### src/rtl/mem_port_arbiter.sv
// mem_port_arbiter: shares one single-outstanding external memory port
// between the instruction-fetch and data-access sides of the core. Data
// accesses win arbitration. A saturating counter forces a fetch grant once
// STARVE_MAX consecutive data grants have been made while fetch was waiting.
// Each completed transaction returns a one-cycle active-low ready pulse to
// the requester that was served.
module mem_port_arbiter #(
    parameter int STARVE_MAX = 4
) (
    input  logic        clk,
    input  logic        rst,
    // fetch side
    input  logic        i_req,
    input  logic [31:0] i_addr,
    output logic [31:0] i_rdata,
    output logic        iready_n,
    // data side
    input  logic        d_req,
    input  logic        d_write,
    input  logic [1:0]  d_size,
    input  logic [31:0] d_addr,
    input  logic [31:0] d_wdata,
    output logic [31:0] d_rdata,
    output logic        dready_n,
    output logic        dbusy,
    // external memory port
    output logic        m_req,
    output logic        m_write,
    output logic [1:0]  m_size,
    output logic [31:0] m_addr,
    output logic [31:0] m_wdata,
    input  logic [31:0] m_rdata,
    input  logic        mready_n
);

    localparam int          SW       = $clog2(STARVE_MAX + 1);
    localparam logic [SW-1:0] STARVE_TOP = SW'(STARVE_MAX);

    typedef enum logic [1:0] {
        IDLE   = 2'd0,
        I_BUSY = 2'd1,
        D_BUSY = 2'd2,
        RESP   = 2'd3
    } state_t;

    state_t        r_state;
    logic [SW-1:0] r_starve;

    logic          r_m_req;
    logic          r_m_write;
    logic [1:0]    r_m_size;
    logic [31:0]   r_m_addr;
    logic [31:0]   r_m_wdata;
    logic [31:0]   r_i_rdata;
    logic [31:0]   r_d_rdata;
    logic          r_iready_n;
    logic          r_dready_n;
    logic          r_dbusy;

    logic          w_arb;
    logic          w_starved;
    logic          w_grant_d;
    logic          w_grant_i;

    // Arbitration happens only on edges that leave IDLE or RESP.
    assign w_arb     = (r_state == IDLE) || (r_state == RESP);
    // Fetch is waiting and the data side has used up its consecutive grants.
    assign w_starved = i_req && (r_starve == STARVE_TOP);
    assign w_grant_d = w_arb && d_req && !w_starved;
    assign w_grant_i = w_arb && !w_grant_d && i_req;

    // Transaction FSM with all outputs registered.
    // NOTE: every register here is state, so all assignments are non-blocking;
    // blocking ones would make the result depend on statement order and on
    // how other processes are scheduled at the same edge.
    always_ff @(posedge clk or negedge rst) begin
        if (!rst) begin
            r_state    <= IDLE;
            r_starve   <= '0;
            r_m_req    <= 1'b0;
            r_m_write  <= 1'b0;
            r_m_size   <= 2'b00;
            r_m_addr   <= '0;
            r_m_wdata  <= '0;
            r_i_rdata  <= '0;
            r_d_rdata  <= '0;
            r_iready_n <= 1'b1;
            r_dready_n <= 1'b1;
            r_dbusy    <= 1'b0;
        end else begin
            // The counter only measures data grants while fetch is asking.
            if (!i_req || w_grant_i) begin
                r_starve <= '0;
            end else if (w_grant_d && (r_starve != STARVE_TOP)) begin
                r_starve <= r_starve + 1'b1;
            end

            case (r_state)
                IDLE, RESP: begin
                    r_iready_n <= 1'b1;
                    r_dready_n <= 1'b1;
                    if (w_grant_d) begin
                        r_state   <= D_BUSY;
                        r_m_req   <= 1'b1;
                        r_m_write <= d_write;
                        r_m_size  <= d_size;
                        r_m_addr  <= d_addr;
                        r_m_wdata <= d_wdata;
                    end else if (w_grant_i) begin
                        // Fetches are always word loads; write data is left alone.
                        r_state   <= I_BUSY;
                        r_m_req   <= 1'b1;
                        r_m_write <= 1'b0;
                        r_m_size  <= 2'b10;
                        r_m_addr  <= i_addr;
                        r_dbusy   <= 1'b1;
                    end else begin
                        r_state   <= IDLE;
                    end
                end

                I_BUSY: begin
                    if (!mready_n) begin
                        r_state    <= RESP;
                        r_m_req    <= 1'b0;
                        r_i_rdata  <= m_rdata;
                        r_iready_n <= 1'b0;
                        r_dbusy    <= 1'b0;
                    end
                end

                D_BUSY: begin
                    if (!mready_n) begin
                        r_state    <= RESP;
                        r_m_req    <= 1'b0;
                        // The registered direction is used: d_write may already
                        // have moved on to the requester's next access.
                        if (!r_m_write) begin
                            r_d_rdata <= m_rdata;
                        end
                        r_dready_n <= 1'b0;
                    end
                end

                default: begin
                    r_state <= IDLE;
                end
            endcase
        end
    end

    assign m_req    = r_m_req;
    assign m_write  = r_m_write;
    assign m_size   = r_m_size;
    assign m_addr   = r_m_addr;
    assign m_wdata  = r_m_wdata;
    assign i_rdata  = r_i_rdata;
    assign d_rdata  = r_d_rdata;
    assign iready_n = r_iready_n;
    assign dready_n = r_dready_n;
    assign dbusy    = r_dbusy;

endmodule
### config.mk
export PLATFORM = sky130hd
export DESIGN_NAME = mem_port_arbiter
export DESIGN_NICKNAME = d
export VERILOG_FILES = /design/src/rtl/mem_port_arbiter.sv
export SDC_FILE = /design/constraint.sdc
export NUM_CORES = 1
export LEC_CHECK = 0
export CORE_MARGIN = 1
export CORE_UTILIZATION = 41
export CTS_CLUSTER_SIZE = 10
export DETAILED_ROUTE_END_ITERATION = 8
export GPL_TIMING_DRIVEN = 1
export PLACE_DENSITY = 0.83
export SLEW_MARGIN = 10
export SYNTH_ARGS = -nofsm -noshare
export SYNTH_HDL_FRONTEND = slang
export SYNTH_SLANG_ARGS = --single-unit
### constraint.sdc
create_clock -name clk -period 2.4 [get_ports clk]
set_input_delay 0.24 -clock clk [delete_from_list [all_inputs] [get_ports clk]]
set_output_delay 0.24 -clock clk [all_outputs]
set_load 0.02 [all_outputs]
==> results of run 1 <==
state kept, by name, indices dropped and copies added (netlist names):
register,flops
d_rdata,32
r_state,2
dbusy,1
i_rdata,32
m_addr,32
dready_n,1
m_wdata,32
iready_n,1
m_write,1
m_size,2
m_req,1
r_starve,3
cell type report:
cell class / count / area (sq um)
Tap cell: 176 / 220
Multi-Input combinational cell: 235 / 2030
Timing Repair Buffer: 284 / 2860
Sequential cell: 140 / 3510
Inverter: 22 / 82.6
Fill cell: 937 / 4120
Clock inverter: 10 / 136
Clock buffer: 22 / 494
cells in the mapped netlist (3+ instances only):
master | count | area, sq um
buf_2 | 8 | 40.0
dfrtp_1 | 138 | 3450
buf_4 | 3 | 22.5
a22o_1 | 3 | 26.3
inv_1 | 22 | 82.6
nor2_1 | 20 | 75.1
nand2_1 | 22 | 82.6
nor3_1 | 17 | 85.1
mux2_2 | 95 | 1070
ha_1 | 4 | 50.1
clkbuf_1 | 12 | 45.0
o21ai_0 | 6 | 30.0
o211ai_1 | 22 | 165
o32ai_1 | 16 | 140
buf_6 | 4 | 45.0
o211ai_2 | 10 | 125
critical path: cells and delay by family (launching register included):
family,cells,cell delay [ns]
adder cells (fa/ha/maj),1,0.30
buffers and inverters,1,0.20
AND/OR/NAND/NOR,3,0.81
flip-flops,1,0.40
kinds of logic (layout without fill, tap and decap cells):
family	count (synthesis)	after routing	share of synthesized area (%)
buf+inv	50	338	4.15
fa+ha+maj	4	4	0.869
mux	96	96	18.8
simple gates	68	68	5.52
flops	140	140	60.9
compound gates	67	67	9.84
where the power goes:
part / leakage (nW) / internal [W] / switching, W
Clock: 0.304 / 0.00177 / 0.000965
Sequential: 1.64 / 0.00359 / 0.000649
Combinational: 1.91 / 0.00364 / 0.00352
Total: 3.86 / 0.00900 / 0.00513
per-stage QoR:
| step | total power (W) | cell area [sq um] | hold WS [ns] | std cells | setup slack [ns] |
|---|---|---|---|---|---|
| floorplan | 0.00808 | 5760 | -0.0556 | 425 | 0.606 |
| global placement | 0.0112 | 8690 | 0.251 | 856 | 0.503 |
| global route | 0.0149 | 9330 | 0.402 | 889 | 0.426 |
| detailed placement | 0.0115 | 8690 | 0.263 | 856 | 0.422 |
| CTS | 0.0143 | 9330 | 0.388 | 889 | 0.547 |
| finish | 0.0141 | 9330 | 0.380 | 889 | 0.554 |
worst max path at each step:
| stage | slack [ns] | end |
|---|---|---|
| after CTS | 0.55 | dready_n |
| after detailed placement | 0.42 | m_wdata[10] |
| after floorplan | 0.61 | m_wdata[10] |
| after global routing | 0.43 | m_addr[5] |
| final | 0.55 | m_addr[5] |
| after global placement | 0.50 | m_wdata[23] |
routing by layer:
| metal | track usage [%] | vias to the layer above | routed length [microns] |
|---|---|---|---|
| met5 | 0 | - | 0 |
| met4 | 9.10 | 0 | 326 |
| met3 | 6.60 | 25 | 1190 |
| met2 | 39.0 | 192 | 8160 |
| met1 | 25.7 | 2249 | 6150 |
| li1 | - | 2082 | - |
==> reports/qor.tcl, run 1 <==
set qor(worst_r2r_startpoint) {r_state[1]}
set qor(final_core_util_pct) 69.4
set qor(max_capacitance_violation_count) 0
set qor(cts-buffers-inserted) 17
set qor(pin_count) 271
set qor(slew_headroom_pct) 60.3
set qor(clk_latency_ns) 0.41
set qor(clock-skew-final_ns) 0.00625
set qor(route.detailed.drc) 0
set qor(synthesis.nets) 565
set qor(routedWlPerCell_microns) 17.8
set qor(seq_area_frac_synth_pct) 60.9
set qor(syn_inst) 425
set qor(fp.dieW_microns) 121
set qor(layout.cells.most_common_list) {269 x clkdlybuf4s50_1, 138 x dfrtp_1, 95 x mux2_2}
set qor(die_height_microns) 121
set qor(global_route_wire_length_before_repair_mm) 24.6
set qor(power_density_nw_per_um2) 1510
set qor(most_used_flip_flop_cell_after_synthesis) {dfrtp_1}
set qor(postCtsResizedCells) 0
set qor(timing.reg2reg.setup_slack_ns) 0.55
set qor(run_status) {finished clean}
set qor(nets) 840
set qor(dp_hpwl_mm) 11.5
set qor(antenna_violating_nets_post_route) 0
set qor(synthesized_cell_area_sq_um) 5760
set qor(slew_violations) 0
set qor(hold_class) {primary input to async pin}
set qor(synth_seq_cells) 140
set qor(clock_tree.buffer_depth) 2
set qor(gr-usage-all-layers_pct) 22.4
set qor(port_buffers) 270
set qor(crit_arrival_ns) 2.13
set qor(critical_path.endpoint_type) {flip-flop}
set qor(placeableCoreArea_sq_um) 13500
set qor(r2r.worst_path.cells) 5
set qor(grt_max_degree) 64
set qor(vdd.ir_drop.worst_v) 0.000836
set qor(crit_path_max_incr_delay_ns) 0.40
set qor(floorplan.initialDensity_pct) 42.8
set qor(area_delta_synth_final_pct) 62.0
set qor(antenna-diode-count) 0
set qor(setup_violations) 0
set qor(final.period_utilization_pct) 76.9
set qor(path_class) {flip-flop to flip-flop}
set qor(clock-root-buffer) {clkbuf_16}
set qor(grt_antenna_before_repair) 0
set qor(grt_pass1_vias) 4748
set qor(via_total_after_detailed_routing) 4548
set qor(synth_area_per_cell_sq_um) 13.6
set qor(startpoint_type) {flip-flop}
set qor(reg_to_reg_critical_path_endpoint) {m_addr[5]}
set qor(critical_path_cell_by_cell) {ha_1 -> buf_4 -> nand2_1 -> nor3_1 -> nor2_1}
set qor(cell_with_the_biggest_individual_delay_on_the_critical_path) {dfrtp_1}
set qor(gp_congestion) 0.770
set qor(count_of_unique_library_cells_instantiated_by_yosys) 36
set qor(final-hold-violation-count) 0
set qor(synth-edff-count) 0
set qor(tightestPinTransition_ns) 0.594
set qor(avgViaCountPerCell) 5.12
set qor(clock_sinks) 140
set qor(drt_first_pass_iters) 4
set qor(clk_transition_reported_paths_ns) 0.06
set qor(clock.fmax_mhz) 542
set qor(mostFrequentLayoutCell) {clkdlybuf4s50_1}
set qor(post_cts.repair.setup_buffers) 0
set qor(cts.hold.buffers_added) 1
set qor(min_period_ns) 1.85
set qor(cts_tree) {yes}
set qor(yosysWarningCount) 0
set qor(leak_pwr_nw) 3.86
set qor(critical_path_required_ns) 2.69
set qor(h-tree-depth) 4
set qor(crit_start) {r_state[1]}
set qor(rows) 42
set qor(grt_overflow) 0
set qor(postRouteWirelength_mm) 15.8
set qor(die_area_sq_um) 14500
set qor(post_route_setup_tns_ns) 0
set qor(ys_async_rst_share_pct) 100
set qor(worstPathMaxFanout) 17
set qor(layout-drive-gt1-share_pct) 22.3
set qor(grt_setup_unrepaired) {no}
set qor(initialDrtViolationCount) 209
Note: power is estimated with default switching activity, not from simulation.
==> inputs of run 2 (changes only) <==
--- a/config.mk
+++ b/config.mk
@@ -6,11 +6,11 @@
 export NUM_CORES = 1
 export LEC_CHECK = 0
 export CORE_MARGIN = 1
-export CORE_UTILIZATION = 41
+export CORE_UTILIZATION = 37
 export CTS_CLUSTER_SIZE = 10
 export DETAILED_ROUTE_END_ITERATION = 8
 export GPL_TIMING_DRIVEN = 1
-export PLACE_DENSITY = 0.83
+export PLACE_DENSITY = 0.79
 export SLEW_MARGIN = 10
 export SYNTH_ARGS = -nofsm -noshare
 export SYNTH_HDL_FRONTEND = slang
==> constraint.sdc (replaced) <==
create_clock -name clk -period 1.6 [get_ports clk]
set_input_delay 0.16 -clock clk [delete_from_list [all_inputs] [get_ports clk]]
set_output_delay 0.16 -clock clk [all_outputs]
set_load 0.02 [all_outputs]
==> reports/qor.tcl, run 2 (synthesis gave the netlist of run 1 again) <==
set qor(final-hold-violation-count) 0 ;# unchanged
set qor(clock_tree.buffer_depth) 2 ;# unchanged
set qor(nets) 870 ;# was 840
set qor(power.share.combinational_pct) 54.0 ;# was 50.7%
set qor(clock-skew-final_ns) 0.00536 ;# was 0.00625 ns
set qor(clk_transition_reported_paths_ns) 0.06 ;# about the same
set qor(min_period_ns) 1.63 ;# was 1.85 ns
set qor(critical_path.endpoint_type) {flip-flop} ;# unchanged
set qor(initialDrtViolationCount) 180 ;# was 209
set qor(crit_arrival_ns) 1.92 ;# was 2.13 ns
set qor(failed_checks) {negative setup slack}
set qor(gp_congestion) 0.781 ;# was 0.770
set qor(vdd.ir_drop.worst_v) 0.00150 ;# was 0.000836 V
set qor(die_height_microns) 127 ;# was 121 microns
set qor(cts_tree) {yes} ;# unchanged
set qor(grt_overflow) 0 ;# unchanged
set qor(switching_power_w) 0.00821 ;# was 0.00513 W
set qor(groute.layer.met1.usage_pct) 22.3 ;# was 25.7%
set qor(gr-usage-all-layers_pct) 20.0 ;# was 22.4%
set qor(postRouteWirelength_mm) 17.0 ;# was 15.8 mm
set qor(path_class) {flip-flop to flip-flop} ;# unchanged
set qor(h-tree-depth) 4 ;# unchanged
set qor(post-place-cells) 888 ;# was 856
set qor(dp_hpwl_mm) 11.4 ;# was 11.5 mm
set qor(clock_sinks) 140 ;# unchanged
set qor(power_density_nw_per_um2) 2240 ;# was 1510 nW/um^2
set qor(cts-buffers-inserted) 17 ;# unchanged
set qor(global_route_wire_length_before_repair_mm) 24.9 ;# was 24.6 mm
set qor(max_capacitance_violation_count) 0 ;# unchanged
set qor(clock-root-buffer) {clkbuf_16} ;# unchanged
set qor(slew_headroom_pct) 65.4 ;# was 60.3%
set qor(slew_violations) 0 ;# unchanged
set qor(power.sequential.fraction_pct) 28.1 ;# was 30.0%
set qor(power.clock.fraction_pct) 17.9 ;# was 19.3%
set qor(rows) 45 ;# was 42
set qor(area_delta_synth_final_pct) 76.3 ;# was 62.0%
set qor(final.setup.worst_slack_ns) -0.0276 ;# was 0.554 ns
set qor(grt_max_degree) 54 ;# was 64
set qor(groute.layer.met3.usage_pct) 6.41 ;# was 6.60%
set qor(internal_pwr_total_w) 0.0146 ;# was 0.00900 W
set qor(antenna-diode-count) 0 ;# unchanged
set qor(setup_violations) 33 ;# was 0
set qor(sw_frac_of_total_pct) 36.0 ;# was 36.3%
set qor(fp.dieW_microns) 127 ;# was 121 microns
set qor(clock.fmax_mhz) 614 ;# was 542 MHz
set qor(hold_class) {primary input to async pin} ;# unchanged
set qor(critical_path_required_ns) 1.89 ;# was 2.69 ns
set qor(mostFrequentLayoutCell) {clkdlybuf4s50_1} ;# unchanged
set qor(routedWlPerCell_microns) 18.3 ;# was 17.8 microns
set qor(grt_setup_unrepaired) {yes} ;# was no
set qor(avgViaCountPerCell) 5.01 ;# was 5.12
set qor(route.detailed.drc) 0 ;# unchanged
set qor(antenna_violating_nets_post_route) 0 ;# unchanged
set qor(final_cell_count_no_fill) 931 ;# was 889
set qor(grt_pass1_vias) 4982 ;# was 4748
set qor(pin_count) 271 ;# unchanged
set qor(tightestPinTransition_ns) 0.520 ;# was 0.594 ns
set qor(layout.cells.most_common_list) {240 x clkdlybuf4s50_1, 138 x dfrtp_1, 65 x mux2_4} ;# was 269 x clkdlybuf4s50_1, 138 x dfrtp_1, 95 x mux2_2
set qor(floorplan.initialDensity_pct) 37.9 ;# was 42.8%
set qor(clk_latency_ns) 0.41 ;# about the same
set qor(final.period_utilization_pct) 102 ;# was 76.9%
set qor(via_total_after_detailed_routing) 4665 ;# was 4548
set qor(placeableCoreArea_sq_um) 15200 ;# was 13500 sq um
set qor(grt.busiest_layer) {met2} ;# unchanged
set qor(startpoint_type) {flip-flop} ;# unchanged
set qor(leak_pwr_nw) 4.52 ;# was 3.86 nW
set qor(port_buffers) 270 ;# unchanged
set qor(worstPathMaxFanout) 34 ;# was 17
set qor(grt_antenna_before_repair) 0 ;# unchanged
set qor(timing.hold.ws_ns) 0.284 ;# was 0.380 ns
set qor(die_area_sq_um) 16100 ;# was 14500 sq um
set qor(run_status) {finished, violations left} ;# was finished clean
set qor(drt_first_pass_iters) 4 ;# unchanged
set qor(met2_usage_pct) 35.3 ;# was 39.0%
set qor(layout-drive-gt1-share_pct) 27.6 ;# was 22.3%
## run 2: changes by cell type in the layout (fill, tap and decap cells not counted), moves of 15 or more
cell and delta:
mux2_2 -65, clkdlybuf4s50_1 -29, mux2_4 +65, dlymetal6s2s_1 +25, buf_4 +15
## run 2: final timing paths
path                             startpoint           to  slack (ns)  depth (start not counted)
worst min register to register  m_wdata[29]  m_wdata[29]        0.49                          1
worst max-delay path            r_starve[1]   m_wdata[2]       -0.03                          6
worst min-delay path                    rst   m_addr[30]        0.28                          2
worst max register to register  r_starve[1]   m_wdata[2]       -0.03                          6
max in group asynchronous               rst   m_addr[16]        0.67                          3
min in group clk                 d_addr[18]   m_addr[18]        0.33                          3
## run 2: critical path, cell delays in order, from the launching register on
cell	delay [ns]
dfrtp_1	0.39
inv_2	0.07
ha_4	0.16
and3_4	0.20
nor2_4	0.12
buf_12	0.21
mux2_2	0.36
## run 2: repair_timing
item,4_1_cts,5_1_grt
setup buffers,0,3
endpoints found under the setup margin,108,143
gates cloned,0,7
resized for setup,6,112
pin swaps,0,1
endpoints found under the hold margin,45,0
hold buffers,1,0
## run 2: area by class of cell
| type | instances | area, sq um |
|---|---|---|
| Clock inverter | 14 | 186 |
| Sequential cell | 140 | 3510 |
| Fill cell | 1069 | 5040 |
| Clock buffer | 18 | 439 |
| Timing Repair Buffer | 314 | 3330 |
| Tap cell | 188 | 235 |
| Inverter | 22 | 85.1 |
| Multi-Input combinational cell | 235 | 2380 |
## run 2: power by group through the flow
stage | logic (W) | registers [W] | clock network (W)
floorplan | 0.00375 | 0.00843 | 0
global placement | 0.0109 | 0.00628 | 0
detailed placement | 0.0112 | 0.00639 | 0
CTS | 0.0112 | 0.00636 | 0.00418
global route | 0.0130 | 0.00662 | 0.00435
finish | 0.0123 | 0.00641 | 0.00407
## run 2: per-layer routing
| layer | share of wire (%) | wire, microns |
|---|---|---|
| met1 | 41 | 6930 |
| met2 | 50 | 8570 |
| met3 | 6.9 | 1170 |
| met4 | 1.9 | 328 |
| met5 | 0 | 0 |
## run 2: metrics by stage
step | setup WS, ns | util [%] | TNS, ns | cell area (sq um) | total power (W)
after floorplan | -0.0764 | - | -2.11 | 5780 | 0.0122
after global placement | -0.0765 | 58.6 | -3.91 | 8910 | 0.0172
after detailed placement | -0.0923 | 58.6 | -6.47 | 8910 | 0.0176
after CTS | -0.0659 | 62.9 | -2.44 | 9560 | 0.0218
after global routing | -0.0846 | 66.8 | -3.87 | 10200 | 0.0240
final | -0.0276 | 66.8 | -0.537 | 10200 | 0.0228
==> inputs of run 3 (changes only) <==
--- a/config.mk
+++ b/config.mk
@@ -7,6 +7,7 @@
 export LEC_CHECK = 0
 export CORE_MARGIN = 1
 export CORE_UTILIZATION = 37
+export CTS_CLUSTER_DIAMETER = 30
 export CTS_CLUSTER_SIZE = 10
 export DETAILED_ROUTE_END_ITERATION = 8
 export GPL_TIMING_DRIVEN = 1
==> results of run 3 <==
The final DEF is identical to that of run 2; final timing and power are the same.
